--- config.mk ---
export PLATFORM = sky130hd
export DESIGN_NAME = ls138_decoder
export DESIGN_NICKNAME = d
export VERILOG_FILES = /design/src/rtl/ls138_pkg.sv /design/src/rtl/ls138_dec_core.sv /design/src/rtl/ls138_decoder.sv
export SDC_FILE = /design/constraint.sdc
export NUM_CORES = 1
export LEC_CHECK = 0
export ABC_AREA = 1
export ABC_CLOCK_PERIOD_IN_PS = 2050
export BUFFER_PORTS_ARGS = -buffer_cell sky130_fd_sc_hd__buf_2
export CORE_AREA = 4 4 41 43
export DETAILED_ROUTE_END_ITERATION = 8
export DIE_AREA = 0 0 45 47
export SETUP_SLACK_MARGIN = 0.3
export SYNTH_ARGS = -nofsm -noshare
export SYNTH_HDL_FRONTEND = slang
export SYNTH_HIERARCHICAL = 1
export SYNTH_SLANG_ARGS = --single-unit
--- constraint.sdc ---
create_clock -name _CLK -period 2.05 [get_ports _CLK]
set_clock_uncertainty 0.05 [all_clocks]
set_input_delay 0.41 -clock _CLK [delete_from_list [all_inputs] [get_ports _CLK]]
set_output_delay 0.41 -clock _CLK [all_outputs]
set_load 0.02 [all_outputs]
--- src/rtl/ls138_pkg.sv ---
// Shared types and constants for the clocked 74LS138 decoder.
package ls138_pkg;

    typedef logic [2:0] ls138_sel_t;
    typedef logic [7:0] ls138_out_t;

    localparam ls138_out_t LS138_ALL_HIGH = 8'hFF;

endpackage : ls138_pkg

--- src/rtl/ls138_dec_core.sv ---
// Combinational 3-to-8 decode producing an active-low one-cold vector.
module ls138_dec_core
    import ls138_pkg::*;
(
    input  ls138_sel_t sel,
    input  logic       en,
    output ls138_out_t dec_n_c
);

    always_comb begin
        dec_n_c = LS138_ALL_HIGH;
        if (en) begin
            dec_n_c[sel] = 1'b0;
        end
    end

endmodule : ls138_dec_core

--- src/rtl/ls138_decoder.sv ---
// Clocked SN74LS138-equivalent decoder with registered active-low outputs.
// Optional registered _VALID port enabled by macro LS138_DECODE_VALID_EN.
module ls138_decoder
    import ls138_pkg::*;
(
    input  logic _CLK,
    input  logic _RST_N,
    input  logic _A,
    input  logic _B,
    input  logic _C,
    input  logic _G1,
    input  logic _G2A,
    input  logic _G2B,
`ifdef LS138_DECODE_VALID_EN
    output logic _VALID,
`endif
    output logic _Y0,
    output logic _Y1,
    output logic _Y2,
    output logic _Y3,
    output logic _Y4,
    output logic _Y5,
    output logic _Y6,
    output logic _Y7
);

    logic       en;
    ls138_sel_t sel;
    ls138_out_t dec_n_c;
    ls138_out_t y_q;

    assign en  = _G1 & ~_G2A & ~_G2B;
    assign sel = {_C, _B, _A};

    ls138_dec_core u_core (
        .sel     (sel),
        .en      (en),
        .dec_n_c (dec_n_c)
    );

    // Reset wins over enable so chip selects are all inactive at the reset edge.
    always_ff @(posedge _CLK) begin
        if (!_RST_N) begin
            y_q <= LS138_ALL_HIGH;
        end else begin
            y_q <= dec_n_c;
        end
    end

`ifdef LS138_DECODE_VALID_EN
    logic valid_q;

    always_ff @(posedge _CLK) begin
        if (!_RST_N) begin
            valid_q <= 1'b0;
        end else begin
            valid_q <= en;
        end
    end

    assign _VALID = valid_q;
`endif

    assign _Y0 = y_q[0];
    assign _Y1 = y_q[1];
    assign _Y2 = y_q[2];
    assign _Y3 = y_q[3];
    assign _Y4 = y_q[4];
    assign _Y5 = y_q[5];
    assign _Y6 = y_q[6];
    assign _Y7 = y_q[7];

endmodule : ls138_decoder

==> summary.log <==
INFO  power          powerDensity=691.6mW/mm^2
INFO  timing         finalWorstSetupSlack=0.8867ns
INFO  route          detailed_router_iteration_count_before_antenna_repair=2
INFO  job            max_cap_viol_count=0
INFO  worst_setup_path critPathCapture=_Y0
INFO  final_layout   largestRegisters=y_q x8
INFO  worst_setup_path timing.critical_path.to_type=primary output
INFO  worst_setup_path critPathMaxFanout=1
INFO  route          detail-route-antenna-nets=0
INFO  run_status     run_status=finished, final reports clean
INFO  route          drt-total-wl=521um
INFO  timing         final-setup-viol-count=0
INFO  logic_synthesis yosys.area.top_type_share=0.5161
INFO  final_layout   layout-drive-gt1-share=0.3125
INFO  die            die_area=0.002115mm^2
INFO  logic_synthesis synth_enable_flop_cells=0
INFO  timing         worst_pin_slew=0.1538ns
INFO  die            core_area=0.001301mm^2
INFO  placement      dp.final_hpwl=440.2um
INFO  final_layout   largest-register=y_q
INFO  worst_setup_path timing.critical_path.required=1.59ns
INFO  clock_tree     cts_tree=built
INFO  placement      place.port_buffers=15
INFO  logic_synthesis synth_seq_area_share=0.5161
INFO  global_routing grt_start_max_net_pins=9
INFO  die            design.portCount=16
INFO  route          drt_first_iter_violations=2
INFO  worst_setup_path cp_slowest_cell=sky130_fd_sc_hd__dfxtp_1
INFO  worst_setup_path crit_cells=1
INFO  worst_setup_path timing.critical_path.arrival=0.70ns
INFO  route          vias=289
INFO  worst_setup_path worst_setup_path_start_kind=flop
INFO  worst_setup_path timing.critical_path.slowest_cell_delay=0.30ns
INFO  global_routing global_route_wire_length_before_repair=848um
INFO  die            rows=13
INFO  placement      routabilityCongestion=0.7444
INFO  logic_synthesis syn-cell-area=310.3um^2
INFO  power          leak=0.2581nW
INFO  route          total_drc_errors_in_the_routed_layout=0
INFO  die            starting_density_of_the_core=0.2385
INFO  worst_setup_path buffers_plus_inverters_on_the_worst_setup_path=1
INFO  min_path       hold_class=primary input to flop
INFO  placement      placed_cells=76
INFO  timing         setup-tns-final=0ns
INFO  logic_synthesis synth.top_cells.by_count=sky130_fd_sc_hd__nand2_1, sky130_fd_sc_hd__inv_1, sky130_fd_sc_hd__dfxtp_1
INFO  min_path       hold_depth=2
INFO  final_layout   number_of_standard_cells_in_the_layout_taps_in_and_fillers_out=79
INFO  route          detail_route.wl_per_cell=6.595um
INFO  global_routing grt_pass1_vias=238
INFO  worst_setup_path crit_start=y_q[0]$_SDFF_PN1_
INFO  final_layout   largest_register_ffs=8
INFO  clock_tree     ctsResizeCount=0
INFO  final_layout   final_design_area_no_fill=421.7um^2
INFO  logic_synthesis postSynthAreaPerCell=6.602um^2
INFO  placement      dp_slack=0.8107ns
INFO  global_routing grt_antenna_before_repair=0
INFO  clock_tree     numCtsBuffers=3
INFO  logic_synthesis synthesis.nets=55
INFO  final_layout   areaGrowthSynthToFinish=35.89%
INFO  logic_synthesis synth_async_sr_flop_share=0
INFO  die            die-height=47um
INFO  logic_synthesis synth_cell_type_count=7
INFO  clock_tree     cts_post_setup_buffers_inserted=0
INFO  worst_setup_path critPathTopFamily=flip-flops
INFO  global_routing grt_util_all_layers=0.06566
INFO  placement      placed_cell_area=399.1um^2
INFO  clock_tree     cts_buffer_depth=2
INFO  timing         final.hold.worst_slack=0.3511ns
INFO  global_routing gr-total-overflow=0
INFO  logic_synthesis post_synth_inst_count=47
INFO  final_layout   insertedDiodeCount=0
INFO  worst_setup_path path_class=flop to primary output
INFO  final_layout   finish.utilization=0.3240
INFO  clock_tree     tritoncts_num_sinks=8
INFO  clock_tree     cts-root-buf=sky130_fd_sc_hd__clkbuf_4
INFO  worst_setup_path crit_path_cell_trace=buf_2
INFO  timing         period_needed=1.163ns
INFO  route          viasPerCell=3.658
INFO  logic_synthesis library_cell_with_the_largest_summed_area_after_synthesis=sky130_fd_sc_hd__dfxtp_1
INFO  logic_synthesis ff_latch_count_synth=8
INFO  logic_synthesis synth-main-ff-cell=sky130_fd_sc_hd__dfxtp_1
INFO  clock_tree     postCtsHoldBufs=0
INFO  power          power=0.2916mW
INFO  clock_tree     cts.htree.levels=1
INFO  timing         final_hold_viols=0
INFO  power          vdd_ir_drop_max=0.0001876V
INFO  timing         timing.max_slew.rel_slack=0.8974
INFO  logic_synthesis synth.area.top_cells=sky130_fd_sc_hd__dfxtp_1, sky130_fd_sc_hd__nand2_1, sky130_fd_sc_hd__inv_1, sky130_fd_sc_hd__nor2_1, sky130_fd_sc_hd__nor2_2
INFO  timing         finalMaxSlewViolations=0
INFO  final_layout   layout_fillers=162
INFO  timing         rsz_0062_raised_after_global_routing=no
INFO  logic_synthesis ys.warnings.count=6
INFO  timing         clock.fmax=859.6MHz
INFO  final_layout   finalNetCount=74
INFO  final_layout   ff_latch_area=160.2um^2
INFO  final_layout   multi_input_gate_area_in_the_final_layout=92.59um^2
INFO  logic_synthesis yosysMostFrequentCell=sky130_fd_sc_hd__nand2_1
INFO  die            die_x=45um
INFO  timing         timing.final.crit_share=0.5675
INFO  clock_tree     cts.clk_slew.worst_paths=0.05ns
[cell type report]
cell class,instances,area share
Timing Repair Buffer,15,0.1780
Tap cell,15,0.04451
Multi-Input combinational cell,24,0.2196
Clock buffer,3,0.05341
Inverter,14,0.1246
Sequential cell,8,0.3798
[cells by family after synthesis]
kind of cell,count (synthesis),synth area share
flip-flops,8,0.5161
buffers and inverters,15,0.1855
AND/OR/NAND/NOR,24,0.2984
[cell usage in the layout (no fill, tap or decap), drive strengths merged]
cell type and count:
nand2 19, nor2 5, inv 14, clkbuf 3, dfxtp 8, buf 15
[power breakdown]
group	switching [mW]	internal, mW	leakage [nW]
logic	0.0124	0.00838	0.179
clock network	0.0475	0.0666	0.0138
registers	0.000159	0.157	0.0648
total	0.0600	0.232	0.258
[worst min path at each step]
stage           start                end  slack, ns
3_5_place_dp   _RST_N  y_q[0]$_SDFF_PN1_       0.61
4_1_cts        _RST_N  y_q[0]$_SDFF_PN1_       0.34
6_report       _RST_N  y_q[2]$_SDFF_PN1_       0.35
2_1_floorplan      _C  y_q[3]$_SDFF_PN1_       0.53
5_1_grt        _RST_N  y_q[3]$_SDFF_PN1_       0.35
3_3_place_gp   _RST_N  y_q[0]$_SDFF_PN1_       0.61
[routing by layer]
layer / track usage / routed length [um] / vias up / share of wire
li1: - / - / 162 / -
met1: 0.05479 / 201 / 112 / 0.39
met2: 0.08757 / 225 / 13 / 0.43
met3: 0.02682 / 66 / 2 / 0.13
met4: 0.1228 / 27 / 0 / 0.052
met5: 0 / 0 / - / 0
Power figures use the tool's default switching activity.
